--- config.mk ---
export PLATFORM = sky130hd
export DESIGN_NAME = tm1638_responder
export DESIGN_NICKNAME = d
export VERILOG_FILES = /design/src/rtl/tm1638_pkg.sv /design/src/rtl/tm1638_sync_edge.sv /design/src/rtl/tm1638_responder.sv
export SDC_FILE = /design/constraint.sdc
export NUM_CORES = 1
export LEC_CHECK = 0
export ABC_AREA = 1
export BUFFER_PORTS_ARGS = -buffer_cell sky130_fd_sc_hd__buf_4
export CAP_MARGIN = 20
export CORE_MARGIN = 2
export CORE_UTILIZATION = 35
export DETAILED_ROUTE_END_ITERATION = 10
export PLACE_DENSITY_LB_ADDON = 0.08
export SYNTH_ARGS = -nofsm -noshare
export SYNTH_HDL_FRONTEND = slang
export SYNTH_SLANG_ARGS = --single-unit
--- constraint.sdc ---
create_clock -name CK_i -period 2.1 [get_ports CK_i]
set_input_delay 0.315 -clock CK_i [delete_from_list [all_inputs] [get_ports CK_i]]
set_output_delay 0.315 -clock CK_i [all_outputs]
set_load 0.05 [all_outputs]
--- src/rtl/tm1638_pkg.sv ---
// Shared definitions for the TM1638 responder: command codes, bit positions,
// FSM states, sizes and the key-scan byte layout helper.
package tm1638_pkg;

    localparam int unsigned C_RAM_BYTES = 16;
    localparam int unsigned C_KEY_BYTES = 4;
    localparam int unsigned C_ADDR_W    = 4;
    localparam int unsigned C_KEY_BITS  = C_KEY_BYTES * 8;
    localparam int unsigned C_RD_CNT_W  = 6;

    // Command field codes in bits [7:6] of the first byte of a frame
    localparam logic [1:0] CMD_DATA = 2'b01;
    localparam logic [1:0] CMD_DISP = 2'b10;
    localparam logic [1:0] CMD_ADDR = 2'b11;

    // Data-command and display-command bit indices
    localparam int unsigned DCMD_READ_BIT  = 1;
    localparam int unsigned DCMD_FIXED_BIT = 2;
    localparam int unsigned DISP_ON_BIT    = 3;

    typedef enum logic [2:0] {
        ST_IDLE,
        ST_CMD,
        ST_WDATA,
        ST_RDATA,
        ST_IGNORE
    } state_t;

    // Key byte n: bit0 = keys[n], bit4 = keys[n+4], all other bits zero
    function automatic logic [C_KEY_BITS-1:0] key_bytes(input logic [7:0] keys);
        logic [C_KEY_BITS-1:0] r;
        r = '0;
        for (int n = 0; n < int'(C_KEY_BYTES); n++) begin
            r[8*n]     = keys[n];
            r[8*n + 4] = keys[n + 4];
        end
        return r;
    endfunction

endpackage

--- src/rtl/tm1638_sync_edge.sv ---
// Multi-flop synchroniser with rise/fall pulse detection on the synchronised level.
// Ports: clk, rst (sync, active-high), d (async input),
//        rise_c / fall_c (one-clk pulses, combinational from registers).
module tm1638_sync_edge #(
    parameter int unsigned C_SYNC  = 2,
    parameter logic        RST_VAL = 1'b1
) (
    input  logic clk,
    input  logic rst,
    input  logic d,
    output logic rise_c,
    output logic fall_c
);

    logic [C_SYNC-1:0] chain;
    logic              prev;
    logic              q;

    assign q = chain[C_SYNC-1];

    // Synchroniser chain plus one history flop for edge detection
    always_ff @(posedge clk) begin
        if (rst) begin
            chain <= {C_SYNC{RST_VAL}};
            prev  <= RST_VAL;
        end else begin
            chain <= {chain[C_SYNC-2:0], d};
            prev  <= q;
        end
    end

    assign rise_c = q & ~prev;
    assign fall_c = ~q & prev;

endmodule

--- src/rtl/tm1638_responder.sv ---
// Device-side TM1638 emulator: decodes data/address/display commands from the
// STB/CLK/DIO link, holds 16-byte display RAM and returns 4 key-scan bytes.
// Ports: CK_i/RST_i clock and sync reset; SS_i/SCLK_i/MOSI_i serial input;
//        MISO_o/MISO_EN_o DIO return path; KEYS_i key states;
//        DISP_RAM_o display RAM; DISP_ON_o/BRIGHT_o display control;
//        CMD_STB_o pulse per completed command byte.
module tm1638_responder
    import tm1638_pkg::*;
#(
    parameter int unsigned C_SYNC = 2
) (
    input  logic                       CK_i,
    input  logic                       RST_i,
    input  logic                       SS_i,
    input  logic                       SCLK_i,
    input  logic                       MOSI_i,
    output logic                       MISO_o,
    output logic                       MISO_EN_o,
    input  logic [7:0]                 KEYS_i,
    output logic [C_RAM_BYTES*8-1:0]   DISP_RAM_o,
    output logic                       DISP_ON_o,
    output logic [2:0]                 BRIGHT_o,
    output logic                       CMD_STB_o
);

    logic sclk_rise_c, sclk_fall_c, ss_rise_c, ss_fall_c;
    logic [C_SYNC-1:0] mosi_sync;
    logic              mosi_s;

    // SS chain resets to "asserted" so a frame already in progress at reset
    // produces no fall edge and is ignored until the next genuine SS fall.
    tm1638_sync_edge #(.C_SYNC(C_SYNC), .RST_VAL(1'b0)) u_ss (
        .clk(CK_i), .rst(RST_i), .d(SS_i), .rise_c(ss_rise_c), .fall_c(ss_fall_c)
    );

    tm1638_sync_edge #(.C_SYNC(C_SYNC), .RST_VAL(1'b1)) u_sclk (
        .clk(CK_i), .rst(RST_i), .d(SCLK_i), .rise_c(sclk_rise_c), .fall_c(sclk_fall_c)
    );

    // MOSI goes through the same depth so it stays aligned with SCLK edges
    always_ff @(posedge CK_i) begin
        if (RST_i) mosi_sync <= '0;
        else       mosi_sync <= {mosi_sync[C_SYNC-2:0], MOSI_i};
    end
    assign mosi_s = mosi_sync[C_SYNC-1];

    state_t                     state, state_d;
    logic [2:0]                 bit_cnt;
    logic [7:0]                 shreg;
    logic [7:0]                 new_byte_c;
    logic                       byte_done_c;
    logic [C_ADDR_W-1:0]        ptr;
    logic                       mode_fixed;
    logic [C_RAM_BYTES-1:0][7:0] ram;
    logic [C_KEY_BITS-1:0]      key_sr;
    logic [C_RD_CNT_W-1:0]      rd_cnt;

    // FSM state register
    always_ff @(posedge CK_i) begin
        if (RST_i) state <= ST_IDLE;
        else       state <= state_d;
    end

    // Next-state and byte-completion decode
    always_comb begin
        state_d     = state;
        new_byte_c  = {mosi_s, shreg[7:1]};
        byte_done_c = (state != ST_IDLE) && sclk_rise_c && (bit_cnt == 3'd7) && !ss_rise_c;

        case (state)
            ST_IDLE: if (ss_fall_c) state_d = ST_CMD;
            ST_CMD: begin
                if (byte_done_c) begin
                    case (new_byte_c[7:6])
                        CMD_DATA: state_d = new_byte_c[DCMD_READ_BIT] ? ST_RDATA : ST_IGNORE;
                        CMD_ADDR: state_d = ST_WDATA;
                        default:  state_d = ST_IGNORE;
                    endcase
                end
            end
            default: ;
        endcase

        if (ss_rise_c) state_d = ST_IDLE;
    end

    // Shift register, command side effects, RAM writes and read-back driver
    always_ff @(posedge CK_i) begin
        if (RST_i) begin
            bit_cnt    <= '0;
            shreg      <= '0;
            ptr        <= '0;
            mode_fixed <= 1'b0;
            ram        <= '0;
            key_sr     <= '0;
            rd_cnt     <= '0;
            DISP_ON_o  <= 1'b0;
            BRIGHT_o   <= '0;
            MISO_o     <= 1'b0;
            MISO_EN_o  <= 1'b0;
            CMD_STB_o  <= 1'b0;
        end else begin
            CMD_STB_o <= 1'b0;

            if (ss_fall_c) begin
                bit_cnt <= '0;
            end else if (state != ST_IDLE && sclk_rise_c) begin
                shreg   <= new_byte_c;
                bit_cnt <= bit_cnt + 3'd1;
            end

            if (byte_done_c && state == ST_CMD) begin
                CMD_STB_o <= 1'b1;
                case (new_byte_c[7:6])
                    CMD_DATA: begin
                        mode_fixed <= new_byte_c[DCMD_FIXED_BIT];
                        if (new_byte_c[DCMD_READ_BIT]) begin
                            key_sr <= key_bytes(KEYS_i);
                            rd_cnt <= '0;
                        end
                    end
                    CMD_DISP: begin
                        DISP_ON_o <= new_byte_c[DISP_ON_BIT];
                        BRIGHT_o  <= new_byte_c[2:0];
                    end
                    CMD_ADDR: ptr <= new_byte_c[C_ADDR_W-1:0];
                    default: ;
                endcase
            end

            if (byte_done_c && state == ST_WDATA) begin
                ram[ptr] <= new_byte_c;
                if (!mode_fixed) ptr <= ptr + C_ADDR_W'(1);
            end

            // Past the 32nd bit the line stays driven low
            if (state == ST_RDATA && sclk_fall_c && !ss_rise_c) begin
                MISO_EN_o <= 1'b1;
                if (!rd_cnt[C_RD_CNT_W-1]) begin
                    MISO_o <= key_sr[rd_cnt[C_RD_CNT_W-2:0]];
                    rd_cnt <= rd_cnt + C_RD_CNT_W'(1);
                end else begin
                    MISO_o <= 1'b0;
                end
            end

            if (ss_rise_c) begin
                MISO_EN_o <= 1'b0;
                MISO_o    <= 1'b0;
            end
        end
    end

    assign DISP_RAM_o = ram;

endmodule

==> results.json <==
{
  "final_nets": 1058,
  "start_util": 0.354,
  "vias": 6722,
  "diodes": 0,
  "cp_num_buf_inv": 1,
  "path_cells": "ha_1 -> inv_1 -> nor2_1 -> nand3_2 -> nand2_1 -> a21oi_1",
  "async_flop_share": 0,
  "worst-endpoint-required_ns": 2.40,
  "drt.antenna.violating_nets": 0,
  "drcViolationCount": 0,
  "syn_avg_cell_area_sq_um": 7.83,
  "yosysSeqAreaShare": 0.492,
  "r2r_cells": 6,
  "reg2reg_slack_ns": 0.20,
  "p_per_area_nw_per_um2": 741,
  "drt-vias-per-instance": 5.09,
  "routedWlPerCell_microns": 15.8,
  "critPathTopFamily": "simple AND/OR/NAND/NOR gates",
  "synthFlopType": "dfxtp_1",
  "drive_gt1_frac": 0.223,
  "ys_warn_count": 0,
  "cp-endpoint": "DISP_RAM_o[86]",
  "die_h_microns": 147,
  "die_w_microns": 147,
  "crit_path_max_incr_delay_ns": 0.61,
  "grt_pass1_vias": 6143,
  "drtIter0Drc": 397,
  "pin_count": 148,
  "yosys_register_bits": 175,
  "critPathLaunchType": "register",
  "synth_edf_count": 0,
  "slowest_stage": "nor2_1",
  "grt_use_total": 0.193,
  "syn_area_sq_um": 7130,
  "synth.most_common_cell": "nand2_1",
  "clock_path_buffers": 2,
  "synth_commonest_cells": "193 x nand2_1, 175 x dfxtp_1, 153 x a21oi_1",
  "multi_input_area_sq_um": 3100,
  "timing.rr.end": "DISP_RAM_o[86]",
  "worstPathMaxFanout": 9,
  "rows": 52,
  "grt_overflow": 0,
  "slew_headroom": 0.492,
  "setup.worst_path.start": "ptr[1]",
  "power.share.switching": 0.225,
  "status": "completed",
  "crit_type": "register to register",
  "synth_nets": 930,
  "wirelength_microns": 20900,
  "power_leakage_nw": 3.44,
  "r2r-start": "ptr[1]",
  "power_frac_seq": 0.492,
  "crit_arrival_ns": 2.20,
  "fmax_mhz": 527,
  "place_congestion": 0.765,
  "cts_root_buf": "clkbuf_16",
  "clock_skew_ns": 0.00881,
  "firstDrtPassIters": 6,
  "synth_top_cell_by_area": "dfxtp_1",
  "dpl-instance-area_sq_um": 8510,
  "fp.dieArea_sq_um": 21500,
  "post-cts-setup-buffers": 0,
  "switchingPower_mw": 1.52,
  "slew_viol_final": 0,
  "pwr-share-clk": 0.488,
  "core_sq_um": 20100,
  "grt_start_max_net_pins": 150,
  "fillers": 2055,
  "critPathCaptureType": "register",
  "finalCriticalPeriod_ns": 1.90,
  "min-delay-start": "SCLK_i",
  "clock-sinks": 175,
  "post-dp-hpwl_microns": 13400,
  "clk_latency_ns": 0.43,
  "finalCritPeriodShare": 0.904,
  "cts_buffers": 17,
  "combinationalPowerShare": 0.020,
  "worst_slew_pin_slew_ns": 0.759,
  "cts_hold_buf": 0,
  "tns_ns": 0,
  "antenna_found_initial": 0,
  "max_cap_violations": 0,
  "cts_tree": "built",
  "finish.instance_area_sq_um": 9130,
  "final_core_util": 0.454,
  "areaGrowthSynthToFinish_pct": 28.2,
  "p_int_mw": 5.25,
  "finalSetupViolCount": 0,
  "yosysTopAreaCellShare": 0.492,
  "syn_inst": 910,
  "rsz0062_at_grt": "true",
  "path_clk_slew_ns": 0.07,
  "cts-htree-levels": 4,
  "port_buffers": 147,
  "finalHoldViolations": 0,
  "grt_pass1_wl_microns": 33400,
  "hold_class": "input port to register",
  "ys_types": 25,
  "cp.depth": 6,
  "vdd_ir_drop_max_mv": 0.539,
  "regArea_sq_um": 3500,
  "synth_area_leaders": "dfxtp_1 49%, nand4_1 12%, a21oi_1 11%"
}
==> what timing repair did <==
action,in CTS,in global routing
endpoints found under the setup margin,0,27
endpoints found under the hold margin,0,0
resized for setup,0,4
==> power by group through the flow <==
stage	logic, mW	clock network (mW)	registers, mW
final	0.136	3.30	3.33
after global routing	0.151	3.52	3.33
after floorplan	0.0890	0	3.40
after detailed placement	0.137	0	3.40
after global placement	0.137	0	3.40
after CTS	0.137	3.38	3.33
==> kinds of logic after synthesis <==
| family | after synthesis | share of synthesized area |
|---|---|---|
| simple gates | 444 | 0.299 |
| compound gates | 170 | 0.120 |
| buf+inv | 113 | 0.0757 |
| flops | 175 | 0.492 |
| xor+xnor | 1 | 0.00123 |
| fa+ha+maj | 7 | 0.0123 |
==> worst register-to-register path, delay by kind of cell (launching register included) <==
kind | cells | cell delay, ns
DFF | 1 | 0.42
AOI/OAI and AO/OA | 1 | 0.07
buffers and inverters | 1 | 0.09
and+or+nand+nor | 3 | 1.01
adders and majority gates | 1 | 0.17
==> metal layers <==
layer,track usage,share of wire
met1,0.281,0.49
met2,0.291,0.45
met3,0.0384,0.047
met4,0.0529,0.010
met5,0,0
==> layout by cell type, fill, tap and decap left out, types with 7 or more instances in the layout <==
master     count
nor2_1        49
a21oi_1      153
nor2_2        10
dfxtp_1      175
clkbuf_16     17
nand3_1       40
nand2_1      193
buf_4        172
o21ai_0       16
inv_1         41
ha_1           7
nand4_1      138
==> flip-flops by register name (all words and copies together) (netlist names) <==
signal,count
key_sr,8
bit_cnt,3
ptr,4
mosi_sync,2
u_sclk.prev,1
u_ss.chain,2
state,3
DISP_RAM_o,128
rd_cnt,6
mode_fixed,1
shreg,7
MISO_EN_o,1
CMD_STB_o,1
u_sclk.chain,2
MISO_o,1
u_ss.prev,1
BRIGHT_o,3
DISP_ON_o,1
==> cell type report <==
class                      count  share of cell area
tap                          270              0.0370
clock inverter                15              0.0199
sequential                   175               0.384
timing repair buffer         179               0.156
clock buffer                  17              0.0466
inverter                      43              0.0177
multi-input combinational    622               0.339
==> through the flow <==
step / power [mW] / hold slack, ns / cells / worst slack (ns)
3_3_place_gp: 3.54 / 0.392 / 1289 / 0.200
6_report: 6.77 / 0.0802 / 1321 / 0.202
2_1_floorplan: 3.49 / 0.388 / 910 / 0.555
4_1_cts: 6.84 / 0.0699 / 1321 / 0.123
3_5_place_dp: 3.54 / 0.393 / 1289 / 0.140
5_1_grt: 7.00 / 0.0595 / 1321 / -0.00847
==> worst min path at each step <==
stage                                 end  slack, ns  cells after the start
after floorplan              mosi_sync[1]       0.39                      2
after global placement    u_sclk.chain[1]       0.39                      1
after detailed placement     mosi_sync[1]       0.39                      2
after CTS                 u_sclk.chain[0]       0.07                      2
after global routing      u_sclk.chain[0]       0.06                      2
final                     u_sclk.chain[0]       0.08                      2
Note: power is estimated with default switching activity, not from simulation.
